### config.mk
export PLATFORM = sky130hd
export DESIGN_NAME = cla_exp_pipe
export DESIGN_NICKNAME = d
export VERILOG_FILES = /design/src/rtl/cla_exp_pipe.sv
export SDC_FILE = /design/constraint.sdc
export NUM_CORES = 1
export LEC_CHECK = 0
export BUFFER_PORTS_ARGS = -buffer_cell sky130_fd_sc_hd__buf_2
export CORE_AREA = 2 2 39 41
export DETAILED_ROUTE_END_ITERATION = 12
export DIE_AREA = 0 0 41 43
export PLACE_DENSITY = 0.52
export SLEW_MARGIN = 20
export SYNTH_ARGS = -nofsm -noshare
export SYNTH_HDL_FRONTEND = slang
export SYNTH_SLANG_ARGS = --single-unit
export TNS_END_PERCENT = 10
### constraint.sdc
create_clock -name clk -period 0.8 [get_ports clk]
set_input_delay 0.04 -clock clk [delete_from_list [all_inputs] [get_ports clk]]
set_output_delay 0.04 -clock clk [all_outputs]
set_load 0.02 [all_outputs]
### src/rtl/cla_exp_pipe.sv
// Valid+data delay line that keeps the expected result aligned with the adder latency.
module cla_exp_pipe #(
  parameter int DATA_W = 8,
  parameter int STAGES = 1
) (
  input  logic              clk,
  input  logic              rst,
  input  logic              vld_in,
  input  logic [DATA_W-1:0] din,
  output logic              vld_out,
  output logic [DATA_W-1:0] dout
);
  logic [STAGES-1:0] vld_p;
  logic [DATA_W-1:0] data_p [STAGES];

  always_ff @(posedge clk) begin
    if (rst) begin
      vld_p <= '0;
    end else begin
      vld_p[0] <= vld_in;
      for (int i = 1; i < STAGES; i++) vld_p[i] <= vld_p[i-1];
    end
  end

  always_ff @(posedge clk) begin
    data_p[0] <= din;
    for (int i = 1; i < STAGES; i++) data_p[i] <= data_p[i-1];
  end

  assign vld_out = vld_p[STAGES-1];
  assign dout    = data_p[STAGES-1];
endmodule

Word-level counts from Yosys, hierarchy flattened
Memories as Yosys holds them, arrays and structs flattened. Cells that the tools add are included.

Input port bits: 11. Memories kept: 1. Bits in registers: 1. Bits in writable memories: 8.

Memories: data_p (depth 1, width 8, rd ports 1, clocked after memory_dff 0, wr ports 1, RTL line 14) `logic [DATA_W-1:0] data_p [STAGES];`.

Depth between registers and ports, before layout
Gate-level depths: netlist of the first run.

Word-level depth: 0. Depth in mapped cells: 1.

Least setup slack after synthesis of the first run
Ideal clock, no wire load.

Kind: reg-to-output. Start: memory data_p[0][0]. End: output port dout[0]. Path slack: 365 ps. Cell stages (with the launch flop): 1. Arrival: 395 ps. Path through: dfxtp_1.

RTL lines: start, declared (RTL line 14); end, declared (RTL line 11) `output logic [DATA_W-1:0] dout`.

==> impl_metrics.toml, run 1 <==
[run_status]
status = "finished, final reports clean"

[sta]
hold_viol = 0
worst_pin_slew_ns = 0.121
fmax_mhz = 1320
final-max-slew-violation-count = 0
relSlewSlack_pct = 92.0
rsz0062_at_grt = "false"
setup_tns_ns = 0
setup_viol = 0
finalCriticalPeriod_ns = 0.756
fin_crit_sh_pct = 94.6

[power_and_ir_drop]
p_seq_share_pct = 51.0
p_leak_uw = 0.000218
p_sw_uw = 202
clockPowerShare_pct = 35.5
peakVddDrop_uv = 717
internal-power_uw = 736
p_sw_share_pct = 21.5
power_density_nw_per_um2 = 2110
p_comb_share_pct = 13.5

[route]
via_per_inst = 3.25
drcViolationCount = 0
drt-total-wl_um = 555
drt-wirelength-per-cell_um = 9.41
ant_nets = 0
drt-initial-drc-count = 0
drt_pass1_iterations = 1
vias = 192

[critical_path]
crit_type = "flip-flop to output pin"
worst-path-buf-inv = 1
critPathLaunchType = "flip-flop"
end_kind = "output pin"
crit_fanout = 1
crit_family = "flip-flops"
crit_path_cell_trace = "buf_2"
critPathSlowestCell = "dfxtp_1"
cpPeakStageDelay_ns = 0.31
required_ns = 0.76
arrival_ns = 0.72

[floorplan]
io_pins = 20
start_util_pct = 14.0
die-height_um = 43
core_area_um2 = 1380
die_area_um2 = 1760
row_count = 14
die_w_um = 41

[clock_tree]
cts_buffer_depth = 2
cts_tree = "done"
clkTransAtPathRegs_ns = 0.06
root_buffer = "clkbuf_4"
h-tree-depth = 1
numCtsBuffers = 3
cts.sinks = 9

[logic_synthesis]
yosysWarnings = 0
ys_seq_elements = 9
async_flop_share_pct = 0
ys.flop_type = "dfxtp_1"
synth-edff-count = 0
syn_area_um2 = 194
ys_top_cells_by_area = "dfxtp_1 93%, nor2b_4 7.1%"
synth_cell_types = 2
yosysTopAreaCellShare_pct = 92.9
synth_cells = 10
seq_area_frac_synth_pct = 92.9
syn_area_per_cell_um2 = 19.4
syn_nets = 21
synth_top_cell_by_area = "dfxtp_1"
synth_common_cells = "9 x dfxtp_1, 1 x nor2b_4"
synth_most_common_cell = "dfxtp_1"

[run]
drv_cap = 0

[layout]
n_fill_cell = 156
fin_nets = 55
layout-drive-gt1-share_pct = 53.5
multi_input_area_um2 = 13.8
num_antenna_cells = 0
area_growth_syn_to_layout_pct = 129
register_area_um2 = 180
fin_area_um2 = 444

[hold_path]
worstHoldPathType = "primary input to flip-flop"

[global_routing]
grt_usage_pct = 7.87
gr-total-overflow = 0
antenna_found_initial = 0
grt_pass1_wl_um = 821
grt_pass1_vias = 209
grt_max_degree = 6

[place]
place_congestion = 0.701
portBuffers = 19
post_dp_cell_area_um2 = 309
## cell families (layout without fill, tap and decap cells)
kind of cell / Yosys count / after routing / synth area share [%]
flip-flops: 9 / 9 / 92.9
buffers and inverters: 0 / 33 / 0
AND/OR/NAND/NOR: 1 / 1 / 7.10
## final cells by class
| cell class | count | share of cell area, % |
|---|---|---|
| repair buffers | 29 | 45.9 |
| clock buffers | 4 | 5.92 |
| well taps | 16 | 4.51 |
| flip-flops and latches | 9 | 40.6 |
| multi-input cells | 1 | 3.10 |
## path summary, 6_finish.rpt
path | startpoint | slack [ns] | to | cells after the start
hold / removal | din[2] | 0.42 | data_p[0][2]$_DFF_P_ | 2
setup / recovery | data_p[0][5]$_DFF_P_ | 0.04 | dout[5] | 1
## per-stage QoR
step	util [%]	worst slack [ns]	power (uW)	std cells	hold WS, ns
global route	32.1	0.00553	981	59	0.416
detailed placement	22.3	0.299	574	45	0.144
CTS	31.5	0.0162	953	59	0.406
finish	32.1	0.0436	938	59	0.421
floorplan	-	0.365	524	10	0.0677
global placement	22.3	0.299	574	45	0.145
## sequential cells by signal (all words and copies together), names as in the netlist
signal and cells:
vld_out 1, data_p 8
## placed cells by master, fill, tap and decap left out
cell / count
buf_2: 17
buf_6: 1
nor2b_4: 1
clkbuf_4: 3
dfxtp_1: 9
clkbuf_1: 1
dlygate4sd3_1: 10
buf_4: 1
## power groups by stage
stage / clock network (uW) / logic [uW] / registers (uW)
6_report: 333 / 127 / 479
5_1_grt: 365 / 135 / 481
4_1_cts: 351 / 123 / 478
3_5_place_dp: 0 / 85.7 / 489
3_3_place_gp: 0 / 84.5 / 489
2_1_floorplan: 0 / 4.42 / 520
## layer usage
layer	share of wire [%]	GRT usage, %	routed length [um]	vias to the layer above
met4	1.1	8.00	6	0
met1	43	9.15	236	74
li1	-	-	-	96
met3	23	4.71	129	2
met5	0	0	0	-
met2	33	9.06	183	20
## repair_timing
item,CTS,global route
resized for setup,0,3
setup buffers,0,0
hold buffers,10,0
endpoints found under the setup margin,0,2
endpoints found under the hold margin,9,0
Note: power is estimated with default switching activity, not from simulation.
==> run 2, diff against run 1 <==
ABC_AREA = 1   (was unset)
==> impl_metrics.toml, run 2 <==
[logic_synthesis]
yosysTopAreaCellShare_pct = 94.7
async_flop_share_pct = 0
synth-edff-count = 0
syn_area_per_cell_um2 = 17.3
synth_top_cell_by_area = "dfxtp_1"
synth_common_cells = "9 x dfxtp_1, 1 x inv_1, 1 x nor2_2"
ys.flop_type = "dfxtp_1"
synth_cell_types = 3
synth_cells = 11
ys_seq_elements = 9
seq_area_frac_synth_pct = 94.7
yosysWarnings = 0
syn_area_um2 = 190
synth_most_common_cell = "dfxtp_1"
ys_top_cells_by_area = "dfxtp_1 95%, nor2_2 3.3%, inv_1 2.0%"
syn_nets = 22

[sta]
final-max-slew-violation-count = 0
setup_viol = 0
fin_crit_sh_pct = 96.5
finalCriticalPeriod_ns = 0.772
rsz0062_at_grt = "false"
relSlewSlack_pct = 92.1
hold_slack_ns = 0.0177
hold_viol = 0
setup_slack_ns = 0.0284
worst_pin_slew_ns = 0.120
fmax_mhz = 1300
setup_tns_ns = 0

[clock_tree]
clkTransAtPathRegs_ns = 0.06
cts_tree = "done"
cts_buffer_depth = 2
cts.sinks = 9
h-tree-depth = 1
numCtsBuffers = 3
root_buffer = "clkbuf_4"
cts_setup_buffers = 0

[place]
post_dp_cell_area_um2 = 305
place_congestion = 0.654
preCtsSetupSlack_ns = 0.294
portBuffers = 19

[route]
vias = 201
drt-total-wl_um = 586
drt_pass1_iterations = 2
drt-initial-drc-count = 1
drt-wirelength-per-cell_um = 9.93
drcViolationCount = 0
ant_nets = 0
via_per_inst = 3.41

[power_and_ir_drop]
p_comb_share_pct = 12.9
peakVddDrop_uv = 895
p_sw_uw = 207
power_density_nw_per_um2 = 2180
clockPowerShare_pct = 36.0
internal-power_uw = 731
p_sw_share_pct = 22.1
p_leak_uw = 0.000214
p_seq_share_pct = 51.1

[critical_path]
crit_fanout = 1
crit_family = "flip-flops"
worst-path-buf-inv = 1
critPathLaunchType = "flip-flop"
cpPeakStageDelay_ns = 0.31
required_ns = 0.76
crit_start = "data_p[0][4]$_DFF_P_"
critPathSlowestCell = "dfxtp_1"
crit_type = "flip-flop to output pin"
arrival_ns = 0.73
crit_path_cell_trace = "buf_2"
end_kind = "output pin"

[run_status]
status = "finished, final reports clean"

[global_routing]
grt_max_degree = 6
antenna_found_initial = 0
grt_pass1_wl_um = 855
gr-total-overflow = 0
grt_usage_pct = 8.00
grt_pass1_vias = 225

[layout]
num_antenna_cells = 0
regMostFlops = "data_p"
final_cell_mix = "16 x buf_2, 9 x dfxtp_1, 9 x dlygate4sd3_1"
largest_reg_flops = 8
final_common_cell = "buf_2"
fin_area_um2 = 429
fin_nets = 55
area_growth_syn_to_layout_pct = 126
layout-drive-gt1-share_pct = 53.5

[floorplan]
die-height_um = 43
start_util_pct = 13.7
io_pins = 20
core_area_um2 = 1380
die_area_um2 = 1760
row_count = 14
die_w_um = 41

[run]
drv_cap = 0

[hold_path]
worstHoldPathType = "primary input to flip-flop"
hold_path_startpoint = "vld_in"
[run 2: changes by cell type after synthesis, sizes merged]
cell / previous run / this run
inv: 0 / 1
nor2: 0 / 1
nor2b: 1 / 0
[run 2: final cells by class]
type | count | area [um^2]
inverter | 1 | 3.75
multi-input combinational | 1 | 6.26
tap | 16 | 20.0
fill | 148 | 955
sequential | 9 | 180
clock buffer | 4 | 26.3
timing repair buffer | 28 | 193
[run 2: cell families (layout without fill, tap and decap cells)]
logic type | after synthesis | after routing | synth area share (%)
flip-flops | 9 | 9 | 94.7
AND/OR/NAND/NOR | 1 | 1 | 3.29
buffers and inverters | 1 | 33 | 1.97
[run 2: routing by layer]
layer,vias up,part of all wire (%),track usage (%)
li1,95,-,-
met1,81,40,8.58
met2,23,38,10.6
met3,2,22,6.81
met4,0,1.0,4.00
met5,-,0,0
[run 2: what timing repair did]
action,in CTS,in global routing
setup endpoints to repair,0,3
hold buffers,9,0
gates resized for setup,0,3
hold endpoints to repair,9,0
[run 2: final timing paths]
check,to,slack [ns],depth (start not counted)
setup / recovery,dout[4],0.03,1
hold / removal,vld_out$_SDFF_PP0_,0.02,3
[run 2: power groups by stage]
stage | Combinational [uW] | Sequential (uW) | Clock, uW
final | 121 | 479 | 338
after CTS | 116 | 479 | 351
after floorplan | 2.83 | 520 | 0
after global placement | 82.0 | 489 | 0
after detailed placement | 83.4 | 489 | 0
after global routing | 129 | 482 | 370
[run 2: metrics by stage]
step	power [uW]	std cells	utilization, %
after CTS	946	59	30.5
final	938	59	31.0
after global routing	980	59	31.0
after global placement	571	46	22.1
after floorplan	523	11	-
after detailed placement	572	46	22.1
==> run 3, diff against run 2 <==
CTS_BUF_LIST = sky130_fd_sc_hd__clkbuf_16   (was unset)
==> impl_metrics.toml, run 3 (synthesis results as in run 2) <==
[critical_path]
critPathLaunchType = "flip-flop"
crit_path_cell_trace = "buf_2"
cpPeakStageDelay_ns = 0.31
critPathSlowestCell = "dfxtp_1"
crit_type = "flip-flop to output pin"
worst-path-buf-inv = 1
crit_fanout = 1
crit_family = "flip-flops"
arrival_ns = 0.70
required_ns = 0.76
end_kind = "output pin"

[global_routing]
gr-total-overflow = 0
grt_max_degree = 6
grt_use_met1_pct = 8.58
met2_usage_pct = 11.3
antenna_found_initial = 0
grt_pass1_vias = 222
grt_usage_pct = 7.89
grt_pass1_wl_um = 848
top_usage_layer = "met2"
use_met3_pct = 6.81

[clock_tree]
numCtsBuffers = 3
cts_tree = "done"
h-tree-depth = 1
root_buffer = "clkbuf_16"
cts.sinks = 9
cts_buffer_depth = 2
clkTransAtPathRegs_ns = 0.04
cts.repair.resized = 0

[sta]
setup_tns_ns = 0
hold_slack_ns = 0.0450
relSlewSlack_pct = 92.1
final-max-slew-violation-count = 0
setup_viol = 0
finalCriticalPeriod_ns = 0.740
fin_crit_sh_pct = 92.5
rsz0062_at_grt = "false"
hold_viol = 0
worst_pin_slew_ns = 0.119
fmax_mhz = 1350

[floorplan]
io_pins = 20
start_util_pct = 13.7
core_area_um2 = 1380
row_count = 14
die_area_um2 = 1760
die_w_um = 41
die-height_um = 43

[layout]
num_antenna_cells = 0
regMostFlops = "data_p"
final_common_cell = "buf_2"
layout-drive-gt1-share_pct = 53.5
area_growth_syn_to_layout_pct = 149
fin_area_um2 = 474
final_cell_mix = "19 x buf_2, 9 x dfxtp_1, 9 x dlygate4sd3_1"
largest_reg_flops = 8
fin_nets = 55

[route]
via_per_inst = 3.36
drt-initial-drc-count = 1
drt_pass1_iterations = 2
drcViolationCount = 0
drt-total-wl_um = 590
vias = 198
drt-wirelength-per-cell_um = 10.0
ant_nets = 0

[hold_path]
hold_path_depth = 3
whs_endpoint = "vld_out$_SDFF_PP0_"
worstHoldPathType = "primary input to flip-flop"
hold_path_startpoint = "vld_in"

[run_status]
status = "finished, final reports clean"

[run]
drv_cap = 0

[power_and_ir_drop]
power_density_nw_per_um2 = 3040
p_leak_uw = 0.000239
peakVddDrop_uv = 2080

[place]
place_congestion = 0.654
post_dp_cell_area_um2 = 305
portBuffers = 19
run 3: cell types whose count changed in the layout (fill, tap and decap cells not counted), sizes merged:
| cell | before | now |
|---|---|---|
| inv | 1 | 2 |
| clkbuf | 4 | 3 |
run 3: timing repair:
item                                   4_1_cts  5_1_grt
hold buffers                                 9        0
endpoints found under the hold margin        9        0
buffers inserted                             0        0
run 3: stage by stage:
stage / total power (uW) / std cells / setup slack (ns) / util [%]
2_1_floorplan: 523 / 11 / 0.365 / -
3_3_place_gp: 571 / 46 / 0.301 / 22.1
3_5_place_dp: 572 / 46 / 0.294 / 22.1
4_1_cts: 1460 / 59 / 0.0474 / 34.3
5_1_grt: 1490 / 59 / 0.0284 / 34.3
6_report: 1440 / 59 / 0.0602 / 34.3
run 3: layout make-up:
type	instances	area (um^2)
fill	144	910
timing repair buffer	28	185
sequential	9	180
clock buffer	3	75.1
tap	16	20.0
multi-input combinational	1	6.26
clock inverter	1	3.75
inverter	1	3.75
run 3: per-layer routing:
metal  share of wire, %  wire length [um]
met1                 38               226
met2                 39               228
met3                 23               136
met4                  0                 0
met5                  0                 0
run 3: worst max-delay path by stage:
stage | startpoint | to | slack (ns) | depth (start not counted)
2_1_floorplan | data_p[0][0]$_DFF_P_ | dout[0] | 0.36 | 0
3_3_place_gp | data_p[0][4]$_DFF_P_ | dout[4] | 0.30 | 1
3_5_place_dp | data_p[0][3]$_DFF_P_ | dout[3] | 0.29 | 1
4_1_cts | data_p[0][3]$_DFF_P_ | dout[3] | 0.05 | 1
5_1_grt | data_p[0][3]$_DFF_P_ | dout[3] | 0.03 | 1
6_report | data_p[0][3]$_DFF_P_ | dout[3] | 0.06 | 1
run 3: where the power goes:
| part | switching [uW] | internal (uW) | leakage, uW |
|---|---|---|---|
| sequential | 6.01 | 476 | 0.0000758 |
| combinational | 53.9 | 62.6 | 0.000120 |
| clock | 193 | 650 | 0.0000423 |
